[src/rtl/ddr4_tg_arb_pkg.sv]
// Shared types and constants for the DDR4 traffic-generator multi-port arbiter.
package ddr4_tg_arb_pkg;

    typedef enum logic [1:0] {
        ARB_FIXED = 2'd0,
        ARB_RR    = 2'd1,
        ARB_LFSR  = 2'd2,
        ARB_RSVD  = 2'd3
    } arb_mode_e;

    typedef enum logic {
        ST_EMPTY = 1'b0,
        ST_FULL  = 1'b1
    } entry_state_e;

    localparam logic [2:0] CMD_WR = 3'b000;
    localparam logic [2:0] CMD_RD = 3'b001;

    localparam int          LFSR_W    = 32;
    localparam logic [31:0] LFSR_SEED = 32'h0000_0001;
    // Taps 32,22,2,1 expressed as zero-based bit positions 31,21,1,0.
    localparam logic [31:0] LFSR_TAPS = 32'h8020_0003;

    localparam int WAIT_CNT_W = 8;
    localparam int STAT_CNT_W = 32;

    function automatic logic [LFSR_W-1:0] lfsr_next(input logic [LFSR_W-1:0] v);
        return {v[LFSR_W-2:0], ^(v & LFSR_TAPS)};
    endfunction

endpackage

[src/rtl/ddr4_tg_arb_pick.sv]
// Rotating-priority picker: starved requesters win by lowest index, otherwise the
// search starts at start_i and wraps from N-1 to 0. Grant is one-hot or zero.
module ddr4_tg_arb_pick
    import ddr4_tg_arb_pkg::*;
#(
    parameter int N = 4
) (
    input  logic [N-1:0]         req_i,
    input  logic [$clog2(N)-1:0] start_i,
    input  logic [N-1:0]         starved_i,
    output logic [N-1:0]         grant_o
);

    localparam int IW = $clog2(N);

    logic [N-1:0]  hot;
    logic          found;
    logic [IW-1:0] idx;

    // NOTE: every variable written here gets a default first, so no path leaves one unassigned and no latch is inferred.
    always_comb begin
        grant_o = '0;
        found   = 1'b0;
        idx     = '0;
        hot     = req_i & starved_i;
        if (|hot) begin
            for (int i = 0; i < N; i++) begin
                if (!found && hot[i]) begin
                    grant_o[i] = 1'b1;
                    found      = 1'b1;
                end
            end
        end else begin
            for (int k = 0; k < N; k++) begin
                idx = IW'((int'(start_i) + k) % N);
                if (!found && req_i[idx]) begin
                    grant_o[idx] = 1'b1;
                    found        = 1'b1;
                end
            end
        end
    end

endmodule

[src/rtl/ddr4_tg_mport_arbiter.sv]
// Multi-port TG arbiter feeding one app command/write-data port through a one-entry
// output register. Optional per-port grant statistics under macro TG_ARB_STATS_EN.
module ddr4_tg_mport_arbiter
    import ddr4_tg_arb_pkg::*;
#(
    parameter int NUM_PORTS      = 4,
    parameter int APP_DATA_WIDTH = 32,
    parameter int APP_ADDR_WIDTH = 32,
    parameter int APP_CMD_WIDTH  = 3,
    parameter int DM_WIDTH       = 8,
    parameter int MAX_WAIT       = 16,
    parameter int TCQ            = 100
) (
    input  logic                                           clk,
    input  logic                                           rst_n,
    input  logic                                           init_calib_complete_r,
    input  logic [1:0]                                     arb_mode,
    input  logic [NUM_PORTS-1:0]                           req_en,
    input  logic [NUM_PORTS*APP_CMD_WIDTH-1:0]             req_cmd,
    input  logic [NUM_PORTS*APP_ADDR_WIDTH-1:0]            req_addr,
    input  logic [NUM_PORTS*APP_DATA_WIDTH-1:0]            req_wdf_data,
    input  logic [NUM_PORTS*(APP_DATA_WIDTH/DM_WIDTH)-1:0] req_wdf_mask,
    output logic [NUM_PORTS-1:0]                           req_rdy,
    input  logic                                           app_rdy,
    input  logic                                           app_wdf_rdy,
    output logic                                           app_en,
    output logic [APP_CMD_WIDTH-1:0]                       app_cmd,
    output logic [APP_ADDR_WIDTH-1:0]                      app_addr,
    output logic [APP_DATA_WIDTH-1:0]                      app_wdf_data,
    output logic [APP_DATA_WIDTH/DM_WIDTH-1:0]             app_wdf_mask,
    output logic                                           app_wdf_wren,
    output logic                                           app_wdf_end,
    output logic [NUM_PORTS-1:0]                           starve,
    output logic [NUM_PORTS*STAT_CNT_W-1:0]                stat_grant_cnt
);

    localparam int                    MASK_W   = APP_DATA_WIDTH / DM_WIDTH;
    localparam int                    IDX_W    = $clog2(NUM_PORTS);
    localparam logic [WAIT_CNT_W-1:0] WAIT_MAX = WAIT_CNT_W'(MAX_WAIT);

    if (NUM_PORTS < 2 || NUM_PORTS > 8 || MAX_WAIT < 1 || MAX_WAIT > 255 || TCQ < 0) begin : g_param_check
        $error("ddr4_tg_mport_arbiter: parameter out of legal range");
    end

    entry_state_e          state_q, state_d;
    logic                  armed_q;
    logic [APP_CMD_WIDTH-1:0]  cmd_q, sel_cmd;
    logic [APP_ADDR_WIDTH-1:0] addr_q, sel_addr;
    logic [APP_DATA_WIDTH-1:0] data_q, sel_data;
    logic [MASK_W-1:0]         mask_q, sel_mask;
    logic                      wr_q;
    logic [IDX_W-1:0]          rr_q, rr_d, start_idx;
    logic [LFSR_W-1:0]         lfsr_q, lfsr_d;
    logic [WAIT_CNT_W-1:0]     wait_q [NUM_PORTS];
    logic [WAIT_CNT_W-1:0]     wait_d [NUM_PORTS];
    logic [NUM_PORTS-1:0]      starved, pick_grant, grant, xfer;
    logic                      drain, can_grant, load;

    assign drain     = (state_q == ST_FULL) && app_rdy && (!wr_q || app_wdf_rdy);
    // armed_q delays the first grant until rst_n has been seen high on a clock edge.
    assign can_grant = armed_q && init_calib_complete_r && ((state_q == ST_EMPTY) || drain);

    always_comb begin
        starved = '0;
        for (int i = 0; i < NUM_PORTS; i++) starved[i] = (wait_q[i] == WAIT_MAX);
    end

    always_comb begin
        start_idx = '0;
        case (arb_mode_e'(arb_mode))
            ARB_FIXED: start_idx = '0;
            ARB_LFSR:  start_idx = IDX_W'(lfsr_q % LFSR_W'(NUM_PORTS));
            default:   start_idx = (rr_q == IDX_W'(NUM_PORTS - 1)) ? '0 : rr_q + IDX_W'(1);
        endcase
    end

    ddr4_tg_arb_pick #(
        .N (NUM_PORTS)
    ) u_pick (
        .req_i     (req_en),
        .start_i   (start_idx),
        .starved_i (starved),
        .grant_o   (pick_grant)
    );

    assign grant   = can_grant ? pick_grant : '0;
    assign req_rdy = grant;
    assign xfer    = req_en & grant;
    assign load    = |xfer;

    always_comb begin
        sel_cmd  = '0;
        sel_addr = '0;
        sel_data = '0;
        sel_mask = '0;
        rr_d     = rr_q;
        for (int i = 0; i < NUM_PORTS; i++) begin
            if (xfer[i]) begin
                sel_cmd  = req_cmd[i*APP_CMD_WIDTH +: APP_CMD_WIDTH];
                sel_addr = req_addr[i*APP_ADDR_WIDTH +: APP_ADDR_WIDTH];
                sel_data = req_wdf_data[i*APP_DATA_WIDTH +: APP_DATA_WIDTH];
                sel_mask = req_wdf_mask[i*MASK_W +: MASK_W];
                rr_d     = IDX_W'(i);
            end
        end
    end

    always_comb begin
        state_d = state_q;
        if (load) begin
            state_d = ST_FULL;
        end else if (drain) begin
            state_d = ST_EMPTY;
        end
        lfsr_d = init_calib_complete_r ? lfsr_next(lfsr_q) : lfsr_q;
        for (int i = 0; i < NUM_PORTS; i++) begin
            wait_d[i] = wait_q[i];
            if (!req_en[i] || xfer[i]) begin
                wait_d[i] = '0;
            end else if (wait_q[i] != WAIT_MAX) begin
                wait_d[i] = wait_q[i] + WAIT_CNT_W'(1);
            end
        end
    end

    // NOTE: state flops use non-blocking assignments so every flop samples pre-edge values.
    always_ff @(posedge clk or negedge rst_n) begin
        if (!rst_n) begin
            armed_q <= 1'b0;
            state_q <= ST_EMPTY;
            rr_q    <= IDX_W'(NUM_PORTS - 1);
            lfsr_q  <= LFSR_SEED;
            cmd_q   <= '0;
            addr_q  <= '0;
            data_q  <= '0;
            mask_q  <= '0;
            wr_q    <= 1'b0;
            // NOTE: the wait counters are state, not storage, so each entry is reset like any other flop.
            for (int i = 0; i < NUM_PORTS; i++) wait_q[i] <= '0;
        end else begin
            armed_q <= 1'b1;
            state_q <= state_d;
            rr_q    <= rr_d;
            lfsr_q  <= lfsr_d;
            for (int i = 0; i < NUM_PORTS; i++) wait_q[i] <= wait_d[i];
            if (load) begin
                cmd_q  <= sel_cmd;
                addr_q <= sel_addr;
                data_q <= sel_data;
                mask_q <= sel_mask;
                wr_q   <= (sel_cmd == APP_CMD_WIDTH'(CMD_WR));
            end
        end
    end

    assign app_en       = (state_q == ST_FULL);
    assign app_cmd      = cmd_q;
    assign app_addr     = addr_q;
    assign app_wdf_data = data_q;
    assign app_wdf_mask = mask_q;
    assign app_wdf_wren = app_en && wr_q;
    assign app_wdf_end  = app_en && wr_q;
    assign starve       = starved;

`ifdef TG_ARB_STATS_EN
    logic [STAT_CNT_W-1:0] stat_q [NUM_PORTS];

    always_ff @(posedge clk or negedge rst_n) begin
        if (!rst_n) begin
            for (int i = 0; i < NUM_PORTS; i++) stat_q[i] <= '0;
        end else begin
            for (int i = 0; i < NUM_PORTS; i++) begin
                if (xfer[i] && (stat_q[i] != '1)) stat_q[i] <= stat_q[i] + STAT_CNT_W'(1);
            end
        end
    end

    always_comb begin
        stat_grant_cnt = '0;
        for (int i = 0; i < NUM_PORTS; i++) stat_grant_cnt[i*STAT_CNT_W +: STAT_CNT_W] = stat_q[i];
    end
`else
    assign stat_grant_cnt = '0;
`endif

endmodule

[config.mk]
export PLATFORM = sky130hd
export DESIGN_NAME = ddr4_tg_mport_arbiter
export DESIGN_NICKNAME = d
export VERILOG_FILES = /design/src/rtl/ddr4_tg_arb_pkg.sv /design/src/rtl/ddr4_tg_arb_pick.sv /design/src/rtl/ddr4_tg_mport_arbiter.sv
export SDC_FILE = /design/constraint.sdc
export NUM_CORES = 1
export LEC_CHECK = 0
export CORE_AREA = 2 2 197 199
export DETAILED_ROUTE_END_ITERATION = 7
export DIE_AREA = 0 0 199 201
export SYNTH_ARGS = -nofsm -noshare
export SYNTH_HDL_FRONTEND = slang
export SYNTH_SLANG_ARGS = --single-unit
export TNS_END_PERCENT = 1
[constraint.sdc]
create_clock -name clk -period 8.45 [get_ports clk]
set_clock_uncertainty 0.2 [all_clocks]
set_input_delay 1.69 -clock clk [delete_from_list [all_inputs] [get_ports clk]]
set_output_delay 1.69 -clock clk [all_outputs]
set_load 0.01 [all_outputs]
# Yosys cells after proc, flatten, opt, wreduce, memory -nomap -nowiden
# Cells that the tools add are included.
# word_totals
regBits	140
input_bits	295
out_inout_bits	210
wordCells	160
# classes
add_sub_neg	8
magnitude_cmp	8
n_eq_ne	10
muxes	72
bitwise	6
reduce_logical	43
# op_table
operator	n
$mux W32	8
$mux W8	8
$mux W4	13
$add A8 B1 Y8 const B	4
$eq A8 B5 Y1 const B	4
$ne A8 B5 Y1 const B	4
$reduce_xor A32 Y1	1
$mux W1	25
$logic_and A1 B1 Y1	15
$lt A2 B3 Y1 const B	4
$mux W3	4
$or A4 B4 Y4	3
$logic_not A1 Y1	11
$mux W2	5
$reduce_bool A2 Y1	5
$and A4 B4 Y4	2
$bmux W1 S2	4
$demux W1 S2	4
$ge A2 B1 Y1 const B	4
$reduce_or A4 Y1	2
$logic_or A1 B1 Y1	6
$add A2 B1 Y2 const B	2
$add A2 B2 Y2 const B	2
$eq A2 B2 Y1 const B	2
other kinds (5)	5

# Logic depth before layout (Yosys ltp)
# Gate-level depths: netlist of the first run.
# logic_depth
depth_word	26
depth_mapped	15
depth_no_buf	13

# Modules after synthesis
# Synthesis of the first run repeated with hierarchy kept, for this count alone.
# unflattened
hier_cells	957
area_unflattened_um2	8856.0
# modules_own_cells
mod	n_inst	cells_each	area_per_inst_um2
ddr4_tg_mport_arbiter	1	913	8475.6
ddr4_tg_arb_pick	1	44	380.4

# Worst setup path after synthesis of the first run
# Ideal clock, no wire load.
# synth_timing
kind	in2out
startpoint	input arb_mode[0]
endpoint	output req_rdy[0]
arrival_ps	3730
t_required_ps	6560
slack_ps	2830
path_stages	10
n_path_buf	0
cell_sequence	or3b_4 > nand2_4 > ha_1 > nor4b_1 > o211ai_1 > nand4_1 > and3_1 > nor3_1 > or3_1 > nand2_1
# synth_between
elab_chain_cells	19
# synth_rtl
element	line	text
start, declared	ddr4_tg_mport_arbiter.sv:17	input logic [1:0] arb_mode,
$eq A2 B2 Y1 or $logic_not A2 Y1 (tied branches)	ddr4_tg_mport_arbiter.sv:70	case (arb_mode_e'(arb_mode))
$pmux W2 S2 *	ddr4_tg_mport_arbiter.sv:70	
branches (longest 14 deep; another with $lt A2 B3 Y1)	n/a	
$mux W4 *	ddr4_tg_arb_pick.sv:36	if (!found && req_i[idx]) begin
$mux W4 *	ddr4_tg_arb_pick.sv:26	if (|hot) begin
$mux W4 *	ddr4_tg_mport_arbiter.sv:86	assign grant = can_grant ? pick_grant : '0;
end, declared	ddr4_tg_mport_arbiter.sv:23	output logic [NUM_PORTS-1:0] req_rdy,
# Every way passes the cells marked *. The select of a mux whose other input is x is not followed.

# Worst setup path in the final report of the first run
# Same ends and word-level chain as after synthesis.

==> results of run 1 <==
==> worst max-delay path by stage <==
stage / startpoint / to / cells past startpoint
after floorplan: arb_mode[0] / req_rdy[0] / 10
after detailed placement: arb_mode[0] / req_rdy[0] / 12
after global placement: arb_mode[0] / req_rdy[0] / 12
after global routing: arb_mode[0] / req_rdy[0] / 12
after CTS: arb_mode[0] / req_rdy[0] / 12
final: arb_mode[0] / req_rdy[0] / 12
==> layout make-up <==
| class | count | area [µm²] |
|---|---|---|
| Timing Repair Buffer | 386 | 3880 |
| Clock buffer | 17 | 425 |
| Clock inverter | 15 | 191 |
| Fill cell | 3895 | 24400 |
| Inverter | 22 | 82.6 |
| Multi-Input combinational cell | 740 | 4960 |
| Tap cell | 518 | 648 |
| Sequential cell | 140 | 3510 |
==> synth_stat cells, types with 4 or more instances <==
library cell,n,area [µm²]
clkbuf_1,37,139
buf_2,17,85.1
dfrtp_1,137,3430
nand2b_1,5,31.3
nor2b_1,52,325
a211oi_1,51,383
buf_4,131,983
a21o_1,4,30.0
nand3_1,31,155
a221o_1,54,541
nor3_1,4,20.0
nand4_1,12,75.1
mux2_2,48,541
nand2_1,27,101
mux2i_1,17,170
a21oi_1,10,50.1
nor4b_1,7,61.3
buf_6,4,45.0
nand3b_1,5,37.5
nor2_1,87,327
o21ai_0,25,125
a22oi_1,67,503
and3_1,12,75.1
xor2_1,16,140
inv_1,21,78.8
buf_1,5,18.8
xnor2_1,11,96.3
ha_1,15,188
==> sequential cells by signal, summed over array words and instances, names as in the netlist <==
register	count
app_addr	32
app_wdf_data	32
lfsr_q	32
wait_q	32
app_wdf_mask	4
app_cmd	3
rr_q	2
app_en	1
armed_q	1
wr_q	1
==> power groups by stage <==
stage          clock (µW)  combinational, µW  sequential [µW]
2_1_floorplan           0                652             1050
3_3_place_gp            0               1330             1010
3_5_place_dp            0               1360             1010
4_1_cts               806               1360             1000
5_1_grt               830               1460             1020
6_report              775               1350             1000
==> metrics by stage <==
stage               std cells  hold WS (ps)   util  area [µm²]  total power (µW)
floorplan                1096           272      -        9790              1700
global placement         1806           286  0.343       13100              2340
detailed placement       1806           292  0.343       13100              2370
CTS                      1838           309  0.359       13700              3170
global route             1838           324  0.359       13700              3310
finish                   1838           303  0.359       13700              3120
==> worst reg2reg max path, cell delays in order (launching register included) <==
cell and delay [ps]:
dfstp_2 600, ha_1 280, nand2_1 130, nand2_1 190, ha_1 430, nor4bb_1 190
nand3_1 110, nand4_1 180, nand4_1 190, o22ai_1 190, nor2_4 410, nand2_1 560
nor3_4 300, buf_4 550, a221o_1 350
==> layer usage <==
metal	up-vias	track usage	part of all wire
li1	3961	-	-
met5	-	0	0.00042
met4	2	0.0440	0.015
met2	353	0.265	0.51
met1	4067	0.178	0.41
met3	28	0.0391	0.070
==> kinds of logic after synthesis <==
group / after synthesis
and+or+nand+nor: 270
AOI/OAI and AO/OA: 232
buffers and inverters: 216
DFF: 140
muxes: 67
xor gates and xnor gates: 27
adders and majority gates: 15
other: 2
==> flow_summary.ini, run 1 <==
[timing]
tightest_slew_ps = 1330
timing.final.crit_share = 0.820
timing.slew.headroom = 0.108
setup_viol = 0
period_needed_ps = 6930
clock.fmax_mhz = 144
fin_setup_tns_ps = 0
timing_hold_violations_final = 0
rsz0062_at_grt = no
fin_ws_ps = 1520
finalMaxSlewViolations = 0

[detailed_routing]
drc = 0
routed_wl_um = 31200
wire_per_inst_um = 17.0
num_vias = 8411
viasPerCell = 4.58
first_pass_iters = 6
ant_nets = 0
first_iter_violations = 500

[critical_path]
ff2ff_setup_slack_ps = 3530
crit_buf_inv = 2
cp.arrival_ps = 5040
r2r_cells = 14
cp_max_fo = 9
critical-path-top-delay-family = simple AND/OR/NAND/NOR gates
crit_path_top_delay_cell = clkdlybuf4s50_1
reg2reg_from = rr_q[0]$_DFFE_PN1P_
startpoint_type = primary input
crit_path_end_kind = primary output
r2r_end = app_addr[20]$_DFFE_PN0P_
cp_common_cell = clkdlybuf4s50_1
crit_path_max_incr_delay_ps = 570
critical_path_class = primary input to primary output
path_cells = clkdlybuf4s50_1, or3b_4, nand2_4, ha_1, nor4b_1, o211ai_1, nand4_1, and3_1, nor3_1, or3_1, nand2_1, clkdlybuf4s50_1
crit_required_ps = 6560

[yosys]
synth-compound-area-share = 0.194
synth_top_family_by_area = compound AO/OA/AOI/OAI gates
synth_edf_count = 0
yosys-mux-area-fraction = 0.0812
yosysSeqAreaShare = 0.377
synth_seq_cells = 140
synthFlopType = dfrtp_1
netlist_area_mm2 = 0.00931
syn_area_per_cell_um2 = 9.61
synth_fa_ha_area_frac = 0.0202
synth_xor_area_frac = 0.0254
synth_cell_types = 61
yosys_warnings = 0
postSynthCellCount = 969
synth-simple-area-share = 0.156
synthArstFlopShare = 1.00

[clock_tree]
cts_tree = built
clkSinkCount = 140
path_clk_slew_ps = 70
cts_made_buffers = 17
cts_hold_buf = 0
cts_setup_buffers = 0
cts_root_buf = clkbuf_16
h-tree-depth = 4
cts_resized = 0
clock_latency_ps = 450
cts_buffer_depth = 2

[place]
globalplace.congestion = 0.850
io_buffer_count = 376
hpwl_um = 23400
dpl_worst_slack_ps = 1520

[die]
rows = 72
coreArea_mm2 = 0.0381
pin_count = 505
die_h_um = 201
die_x_um = 199
initial_core_util = 0.244
die_area_mm2 = 0.0400

[finish]
layout_common_cells = clkdlybuf4s50_1, dfrtp_1, conb_1
syn2layout_area_growth_pct = 47.1
fin_nets = 1617
mostFrequentLayoutCell = clkdlybuf4s50_1
layout-drive-gt1-share = 0.0841
insertedDiodeCount = 0

[global_route]
grt_overflow = 0
grt_pass1_vias = 8029
grt_max_degree = 100
track_usage = 0.150
antenna_found_initial = 1
grt_pass1_wl_um = 45700

[pwr]
netSwitchingPower_uw = 1110
peakVddDrop_v = 0.000119
comb_power_share = 0.431
p_int_uw = 2010
seqPwrFrac = 0.320
p_leak_uw = 0.00571
power_switching_share = 0.356
pwr-share-clk = 0.248
powerDensity_mw_per_mm2 = 228

[status]
status = finished, final reports clean

[hold_path]
hold_start = lfsr_q[12]$_DFFE_PN0P_
hold_depth = 1
holdCritPathClass = flop to flop
hold-path-endpoint = lfsr_q[12]$_DFFE_PN0P_

[flow_run]
maxCapViolCount = 0
No activity file was read; power rests on OpenSTA's default activity.
==> inputs of run 2 (changes only) <==
clock period = 7.11 ns   (was 8.45 ns; I/O delays follow)
==> flow_summary.ini, run 2 (same netlist as run 1, synthesis figures left out) <==
[finish]
syn2layout_area_growth_pct = 47.8
layout_common_cells = clkdlybuf4s50_1, dfrtp_1, conb_1
fin_nets = 1622
fin_util = 0.361
mostFrequentLayoutCell = clkdlybuf4s50_1
fin_area_mm2 = 0.0138
insertedDiodeCount = 0
layout-drive-gt1-share = 0.0875

[detailed_routing]
drc = 0
wire_per_inst_um = 16.8
routed_wl_um = 30900
first_iter_violations = 453
ant_nets = 0
first_pass_iters = 5
viasPerCell = 4.55
num_vias = 8389

[critical_path]
cp_max_fo = 9
critical_path_class = primary input to primary output
cp.arrival_ps = 4810
ff2ff_setup_slack_ps = 2460
crit_buf_inv = 2
r2r_end = app_addr[24]$_DFFE_PN0P_
startpoint_type = primary input
r2r_cells = 14
crit_required_ps = 5490
critical-path-top-delay-family = simple AND/OR/NAND/NOR gates
crit_cells = 12
startpoint = arb_mode[0]
crit_path_top_delay_cell = clkdlybuf4s50_1
crit_path_max_incr_delay_ps = 580
crit_path_end_kind = primary output
crit_end = req_rdy[0]
cp_common_cell = clkdlybuf4s50_1
path_cells = clkdlybuf4s50_1, or3b_4, nand2_4, ha_1, nor4b_1, o211ai_1, nand4_1, and3_1, nor3_1, or3_1, nand2_1, clkdlybuf4s50_1
reg2reg_from = rr_q[0]$_DFFE_PN1P_

[global_route]
grt_pass1_vias = 8034
grt_overflow = 0
antenna_found_initial = 0
grt_max_degree = 112
track_usage = 0.147
grt_pass1_wl_um = 45200

[die]
initial_core_util = 0.244
die_h_um = 201
pin_count = 505
coreArea_mm2 = 0.0381
die_x_um = 199
die_area_mm2 = 0.0400
rows = 72

[timing]
period_needed_ps = 6430
clock.fmax_mhz = 155
timing_hold_violations_final = 0
timing.slew.headroom = 0.348
fin_setup_tns_ps = 0
setup_viol = 0
tightest_slew_ps = 977
rsz0062_at_grt = no
timing.final.crit_share = 0.905
finalMaxSlewViolations = 0

[clock_tree]
cts_hold_buf = 0
h-tree-depth = 4
cts_tree = built
cts_made_buffers = 17
cts_setup_buffers = 0
path_clk_slew_ps = 70
cts_root_buf = clkbuf_16
clkSinkCount = 140
cts_resized = 0
clock_latency_ps = 430
cts_buffer_depth = 2

[flow_run]
maxCapViolCount = 0

[pwr]
powerDensity_mw_per_mm2 = 275
peakVddDrop_v = 0.000139
p_leak_uw = 0.00576

[place]
hpwl_um = 23200
globalplace.congestion = 0.833
placed_cell_area_mm2 = 0.0131
io_buffer_count = 376

[hold_path]
hold_depth = 1
holdCritPathClass = flop to flop

[status]
status = finished, final reports clean
==> run 2: changes by cell type in the layout (fill, tap and decap cells not counted) <==
| cell | change |
|---|---|
| clkinv_8 | -5 |
| bufinv_16 | +3 |
| inv_6 | -1 |
| clkinv_4 | -1 |
| inv_8 | +3 |
| buf_4 | +5 |
| clkinvlp_4 | +1 |
==> run 2: area by class of cell <==
class | instances | area, µm²
inverter | 22 | 82.6
timing repair buffer | 391 | 3920
multi-input combinational | 740 | 4960
tap | 518 | 648
fill | 3878 | 24300
sequential | 140 | 3510
clock inverter | 15 | 224
clock buffer | 17 | 425
==> run 2: worst reg2reg max path: cells and delay by family (launching register included) <==
family	cells	cell delay (ps)
AO/OA/AOI/OAI	5	1250
adder cells (fa/ha/maj)	2	760
buffers and inverters	1	440
flip-flops	1	590
AND/OR/NAND/NOR	6	1320
==> run 2: how the worst min path moves through the flow <==
stage,from,endpoint,slack (ps)
global route,lfsr_q[10]$_DFFE_PN0P_,lfsr_q[10]$_DFFE_PN0P_,320
detailed placement,lfsr_q[8]$_DFFE_PN0P_,lfsr_q[9]$_DFFE_PN0P_,290
global placement,lfsr_q[9]$_DFFE_PN0P_,lfsr_q[9]$_DFFE_PN0P_,280
CTS,lfsr_q[8]$_DFFE_PN0P_,lfsr_q[9]$_DFFE_PN0P_,310
finish,lfsr_q[22]$_DFFE_PN0P_,lfsr_q[23]$_DFFE_PN0P_,300
floorplan,wr_q$_DFFE_PN0P_,wr_q$_DFFE_PN0P_,270
==> run 2: per-stage QoR <==
stage	hold WS (ps)	setup WS, ps	total power (µW)	std cells
5_1_grt	320	456	4010	1843
3_3_place_gp	285	730	2800	1811
4_1_cts	307	682	3850	1843
2_1_floorplan	272	2030	2020	1096
6_report	298	677	3790	1843
3_5_place_dp	290	688	2820	1811
==> run 2: layer usage <==
| metal | vias up | part of all wire | global-route usage |
|---|---|---|---|
| met1 | 4069 | 0.41 | 0.175 |
| met5 | - | 0 | 0 |
| li1 | 3975 | - | - |
| met2 | 323 | 0.51 | 0.264 |
| met4 | 0 | 0.013 | 0.0421 |
| met3 | 22 | 0.061 | 0.0324 |
==> run 2: power by group <==
part	internal (µW)	switching [µW]
sequential	1030	159
combinational	891	711
clock	576	423
==> edit 1: new RTL, flow settings as in run 1 <==
`DM_WIDTH`: 8 -> 10.
--- a/src/rtl/ddr4_tg_mport_arbiter.sv
+++ b/src/rtl/ddr4_tg_mport_arbiter.sv
@@ -7,7 +7,7 @@
     parameter int APP_DATA_WIDTH = 32,
     parameter int APP_ADDR_WIDTH = 32,
     parameter int APP_CMD_WIDTH  = 3,
-    parameter int DM_WIDTH       = 8,
+    parameter int DM_WIDTH       = 10,
     parameter int MAX_WAIT       = 16,
     parameter int TCQ            = 100
 ) (
Ports: changed (resized app_wdf_mask and req_wdf_mask); port bits go from 505 to 500. The function was not compared with the original's and may differ.
==> edit 1 against run 1 <==
- synthesized area shrank 1.5%
- sequential share of layout area is 0.23 points higher
- synthesized cell count rose by 13%
- cell area fell by 1.6%
- setup slack improved by 0.063 ns
- sequential cell count down 1
- final cell count grew 6.5%
- total power increased by 1.2%
- wire length increased by 11%
- hold slack worse by 0.0064 ns
- count of clock-buffer cells in the layout up 2
- via count rose by 5.7%
- critical endpoint is now req_rdy[2]
- highest routed layer is now met4
==> edit 1: results (changes against run 1) <==
The flow ran to the end, and the final reports show no timing, DRC or antenna violations. Number of detailed-routing iterations run before antenna repair: 5 (was 6). The switching fraction of total power is 34.8% (was 35.6%), and the placed standard-cell area is 12,900 µm² (was 13,100 µm²). For the number of buffers inserted during clock tree synthesis, the log shows 17 (unchanged).

The maximum ir drop on the vdd rail was 0.000153 V (was 0.000119 V); the leakage power total was 5.43 nW (was 5.71 nW). For the worst-skew pair, the clock arrives at the later sink with an insertion delay of 0.44 ns. The via count of the first global-routing pass is 8,791 (was 8,029). The share of final-layout standard cells stronger than drive strength 1 is 6.75% (was 8.41%). The logs give 4 (unchanged) for the maximum level of the CTS H-tree and 0 (unchanged) for the number of endpoints failing setup at the final stage. The number of nets at the end of the flow is 1,730 (was 1,617), and the number of buffers between clock root and the deepest sink is 2 (unchanged). The cell count after synthesis is 1,099 (was 969), and the global-route total usage across every layer is 17.0% (was 15.0%). The initial DRC count was 646 (was 500). The total via count in the routed design is 8,894 (was 8,411), and the highest fanout seen on the critical path is 7 (was 9). The run gives 31.3% (was 32.0%) as the sequential share of power. Headroom to the max-slew limit: 34.8% (was 10.8%). The number of distinct standard cells referenced by the synthesized netlist came out at 60 (was 61). The count of filler cells inserted in the layout was 3,991 (was 3,895); the layout overhead on the synthesized area was 46.9% (was 47.1%). The run gives 1,923 (was 1,806) as the total instance count after detailed placement.

The worst min-delay path class is reg -> reg (unchanged). The pin count of the biggest net entering global routing came out at 82 (was 100). The final-layout setup total negative slack is 0 ns (unchanged), and the final HPWL from detailed placement is 25,300 µm (was 23,400 µm).

The data arrival at the endpoint of the critical path is 4.98 ns (was 5.04 ns). The number of buffer cells added on primary ports is 371 (was 376). Most instantiated cells after synthesis: sky130_fd_sc_hd__nand2_1 (151), sky130_fd_sc_hd__dfrtp_1 (136), sky130_fd_sc_hd__buf_4 (129) (was sky130_fd_sc_hd__dfrtp_1 (137), sky130_fd_sc_hd__buf_4 (131), sky130_fd_sc_hd__nor2_1 (87)). The post-CTS clock slew at the launch and capture registers of the worst setup and hold paths is 0.07 ns (about the same). The post-cts gate resize count came out at 0 (unchanged). The top-area cell type share of the netlist area was 37.1% (was 36.8%). For the register area share after synthesis, the log shows 38.0% (was 37.7%).

Top area cells in the synthesized netlist: sky130_fd_sc_hd__dfrtp_1 (37%), sky130_fd_sc_hd__buf_4 (11%), sky130_fd_sc_hd__o22a_1 (6.4%) (was sky130_fd_sc_hd__dfrtp_1 (37%), sky130_fd_sc_hd__buf_4 (11%), sky130_fd_sc_hd__a221o_1 (5.8%)). The tools report the worst slack at placement as 1.65 ns (was 1.52 ns). The global-route wire length before repair came out at 51,400 µm (was 45,700 µm). The clock tree root driver cell was sky130_fd_sc_hd__clkbuf_16 (unchanged). The run gives 0.918 (was 0.850) as the weighted congestion at the end of routability-driven global placement. The run gives 2 (was 1) as the initial antenna violation count. The number of standard cells in the final layout excluding fillers came out at 1,957 (was 1,838). The wire length per cell is 17.8 µm (was 17.0 µm), and the worst stage delay on the critical path is 0.60 ns (was 0.57 ns).
-- edit 1: worst paths after layout --
| path | from | endpoint | slack [ns] | depth (start not counted) |
|---|---|---|---|---|
| worst max-delay path | arb_mode[0] | req_rdy[2] | 1.58 | 9 |
| worst min-delay path | lfsr_q[7] | lfsr_q[8] | 0.30 | 1 |
| worst max register to register | rr_q[1] | app_addr[10] | 3.27 | 12 |
| worst min register to register | lfsr_q[7] | lfsr_q[8] | 0.30 | 1 |
| max in group asynchronous | rst_n | wait_q[12] | 5.57 | 2 |
| min in group asynchronous | rst_n | app_wdf_data[30] | 1.05 | 1 |
-- edit 1: worst max-delay path: cells and delay by family --
family / cells / cell delay (ns)
buffers and inverters: 2 / 1.12
and+or+nand+nor: 3 / 0.98
AOI/OAI and AO/OA: 2 / 0.54
muxes: 1 / 0.36
adders and majority gates: 1 / 0.28
-- edit 1: per-layer routing --
layer / global-route usage (%) / part of all wire, % / vias up
met5: 0 / 0 / -
li1: - / - / 4192
met1: 20.1 / 40 / 4280
met4: 4.90 / 1.5 / 0
met3: 4.86 / 7.5 / 27
met2: 29.8 / 51 / 395
-- edit 1: cells by family after synthesis --
logic type / after synthesis / synth area share [%]
buffers and inverters: 218 / 14.5
DFF: 139 / 38.0
and+or+nand+nor: 404 / 19.8
muxes: 39 / 5.02
adders and majority gates: 15 / 2.05
AOI/OAI and AO/OA: 255 / 17.9
other: 2 / 0.0819
xor gates and xnor gates: 27 / 2.58
-- edit 1: power by group through the flow --
stage,logic (mW),clock network (mW),registers [mW]
floorplan,0.642,0,1.06
global placement,1.38,0,0.992
detailed placement,1.40,0,0.998
CTS,1.40,0.813,0.990
global route,1.50,0.842,1.02
finish,1.38,0.786,0.988
-- edit 1: cell type report --
class,count,share of cell area (%)
antenna,2,0.0372
clock buffer,19,3.29
clock inverter,13,1.17
inverter,16,0.446
multi-input combinational,869,36.3
sequential,139,25.8
tap,518,4.81
timing repair buffer,381,28.1
==> edit 2: new RTL, config.mk and constraints of run 1 <==
Without the edit above. Register the input `arb_mode` before use, with the module's reset. The logic sees it one clock later. The other inputs are not delayed to match.
--- a/src/rtl/ddr4_tg_mport_arbiter.sv
+++ b/src/rtl/ddr4_tg_mport_arbiter.sv
@@ -38,6 +38,16 @@
     localparam int                    IDX_W    = $clog2(NUM_PORTS);
     localparam logic [WAIT_CNT_W-1:0] WAIT_MAX = WAIT_CNT_W'(MAX_WAIT);
 
+    logic [1:0] arb_mode_q;
+
+    always_ff @(posedge clk or negedge rst_n) begin
+        if (!rst_n) begin
+            arb_mode_q <= '0;
+        end else begin
+            arb_mode_q <= arb_mode;
+        end
+    end
+
     if (NUM_PORTS < 2 || NUM_PORTS > 8 || MAX_WAIT < 1 || MAX_WAIT > 255 || TCQ < 0) begin : g_param_check
         $error("ddr4_tg_mport_arbiter: parameter out of legal range");
     end
@@ -67,7 +77,7 @@
 
     always_comb begin
         start_idx = '0;
-        case (arb_mode_e'(arb_mode))
+        case (arb_mode_e'(arb_mode_q))
             ARB_FIXED: start_idx = '0;
             ARB_LFSR:  start_idx = IDX_W'(lfsr_q % LFSR_W'(NUM_PORTS));
             default:   start_idx = (rr_q == IDX_W'(NUM_PORTS - 1)) ? '0 : rr_q + IDX_W'(1);
Function: not settled (the Yosys comparison gave no result); the edit may change what the design does.
==> edit 2 against run 1 <==
- wire length grew 7.2%
- sequential cell count grew 2
- critical path depth shrank 4
- global-route usage grew 1.1 points
- total power grew 3.4%
- setup slack gained 0.14 ns
- non-clock buffer count grew 4
- cell area shrank 0.62%
- combinational power grew 6%
- synthesized area is essentially flat
- critical path type unchanged
==> edit 2: results (changes against run 1) <==
For the maximum level of the CTS H-tree, the log shows 4 (unchanged). The worst hold-check slack is 0.276 ns (was 0.303 ns), and the cell count after synthesis is 993 (was 969). The initial antenna violation count came out at 4 (was 1).

The placed standard-cell area is 13,000 µm² (was 13,100 µm²), and the number of detailed-routing iterations run before antenna repair is 5 (was 6). The run finished with clean final reports. The worst slack at placement was 1.68 ns (was 1.52 ns); the wire length per cell was 18.0 µm (was 17.0 µm). The number of buffer cells added on primary ports was 376 (unchanged); the pin count of the biggest net entering global routing was 77 (was 100). The weighted congestion at the end of routability-driven global placement was 0.859 (was 0.850); the number of nets at the end of the flow was 1,637 (was 1,617).

Share of final-layout standard cells stronger than drive strength 1: 7.76% (was 8.41%). The tools report the global-route wire length before repair as 49,100 µm (was 45,700 µm). The logs give 66 (was 61) for the number of distinct standard cells referenced by the synthesized netlist and 44.3% (was 43.1%) for the combinational group share of total power. Most instantiated cells after synthesis: sky130_fd_sc_hd__dfrtp_1 (139), sky130_fd_sc_hd__buf_4 (132), sky130_fd_sc_hd__nor2_1 (109) (was sky130_fd_sc_hd__dfrtp_1 (137), sky130_fd_sc_hd__buf_4 (131), sky130_fd_sc_hd__nor2_1 (87)).

The post-cts gate resize count came out at 0 (unchanged). The total instance count after detailed placement was 1,826 (was 1,806). The power density relative to cell area is 237 nW/µm² (was 228 nW/µm²).

The tools report the minimum setup slack among reg-to-reg paths as 3.05 ns (was 3.53 ns). The maximum ir drop on the vdd rail came out at 0.000131 V (was 0.000119 V). The count of filler cells inserted in the layout is 3,818 (was 3,895), and the initial DRC count is 523 (was 500). Maximum frequency from static timing analysis: 147 MHz (was 144 MHz). The routed via count divided by cell count is 4.70 (was 4.58), and the data arrival at the endpoint of the critical path is 4.90 ns (was 5.04 ns).

Top area cells in the synthesized netlist: sky130_fd_sc_hd__dfrtp_1 (37%), sky130_fd_sc_hd__buf_4 (11%), sky130_fd_sc_hd__a221o_1 (6.1%) (was sky130_fd_sc_hd__dfrtp_1 (37%), sky130_fd_sc_hd__buf_4 (11%), sky130_fd_sc_hd__a221o_1 (5.8%)). The register area share after synthesis was 38.2% (was 37.7%); the highest fanout seen on the critical path was 17 (was 9).
edit 2: cell type report:
type | instances | area, µm² | area share [%]
multi-input combinational | 751 | 4810 | 35.4
antenna | 3 | 7.51 | 0.0552
sequential | 142 | 3560 | 26.1
timing repair buffer | 390 | 3880 | 28.5
inverter | 25 | 93.8 | 0.690
clock buffer | 18 | 439 | 3.23
clock inverter | 14 | 168 | 1.23
tap | 518 | 648 | 4.76
edit 2: logic make-up after synthesis:
family	share of synthesized area [%]
simple gates	16.5
buf+inv	15.6
compound gates	18.8
flops	38.2
mux	6.25
xor+xnor	2.54
fa+ha+maj	2.01
other cells	0.0806
edit 2: critical path, stage by stage:
cell	delay (ns)
sky130_fd_sc_hd__clkdlybuf4s50_1	0.68
sky130_fd_sc_hd__clkinv_1	0.60
sky130_fd_sc_hd__o211ai_1	0.61
sky130_fd_sc_hd__nand3_1	0.17
sky130_fd_sc_hd__a41oi_2	0.33
sky130_fd_sc_hd__o21ai_0	0.18
sky130_fd_sc_hd__inv_1	0.09
sky130_fd_sc_hd__clkdlybuf4s50_1	0.53
edit 2: metal layers:
| metal | up-vias | track usage (%) | routed length [µm] |
|---|---|---|---|
| met5 | - | 0 | 13 |
| met4 | 2 | 5.38 | 743 |
| met3 | 40 | 4.42 | 2500 |
| met2 | 384 | 28.0 | 16700 |
| met1 | 4283 | 19.1 | 13600 |
| li1 | 4043 | - | - |
edit 2: worst paths after layout:
path,to,cells after the start,from
worst min-delay path,app_cmd[0],1,app_cmd[0]
worst max register to register,app_addr[7],14,rr_q[0]
max in group asynchronous,wait_q[20],2,rst_n
worst min register to register,app_cmd[0],1,app_cmd[0]
min in group asynchronous,app_wdf_data[25],1,rst_n
worst max-delay path,req_rdy[2],8,req_en[3]
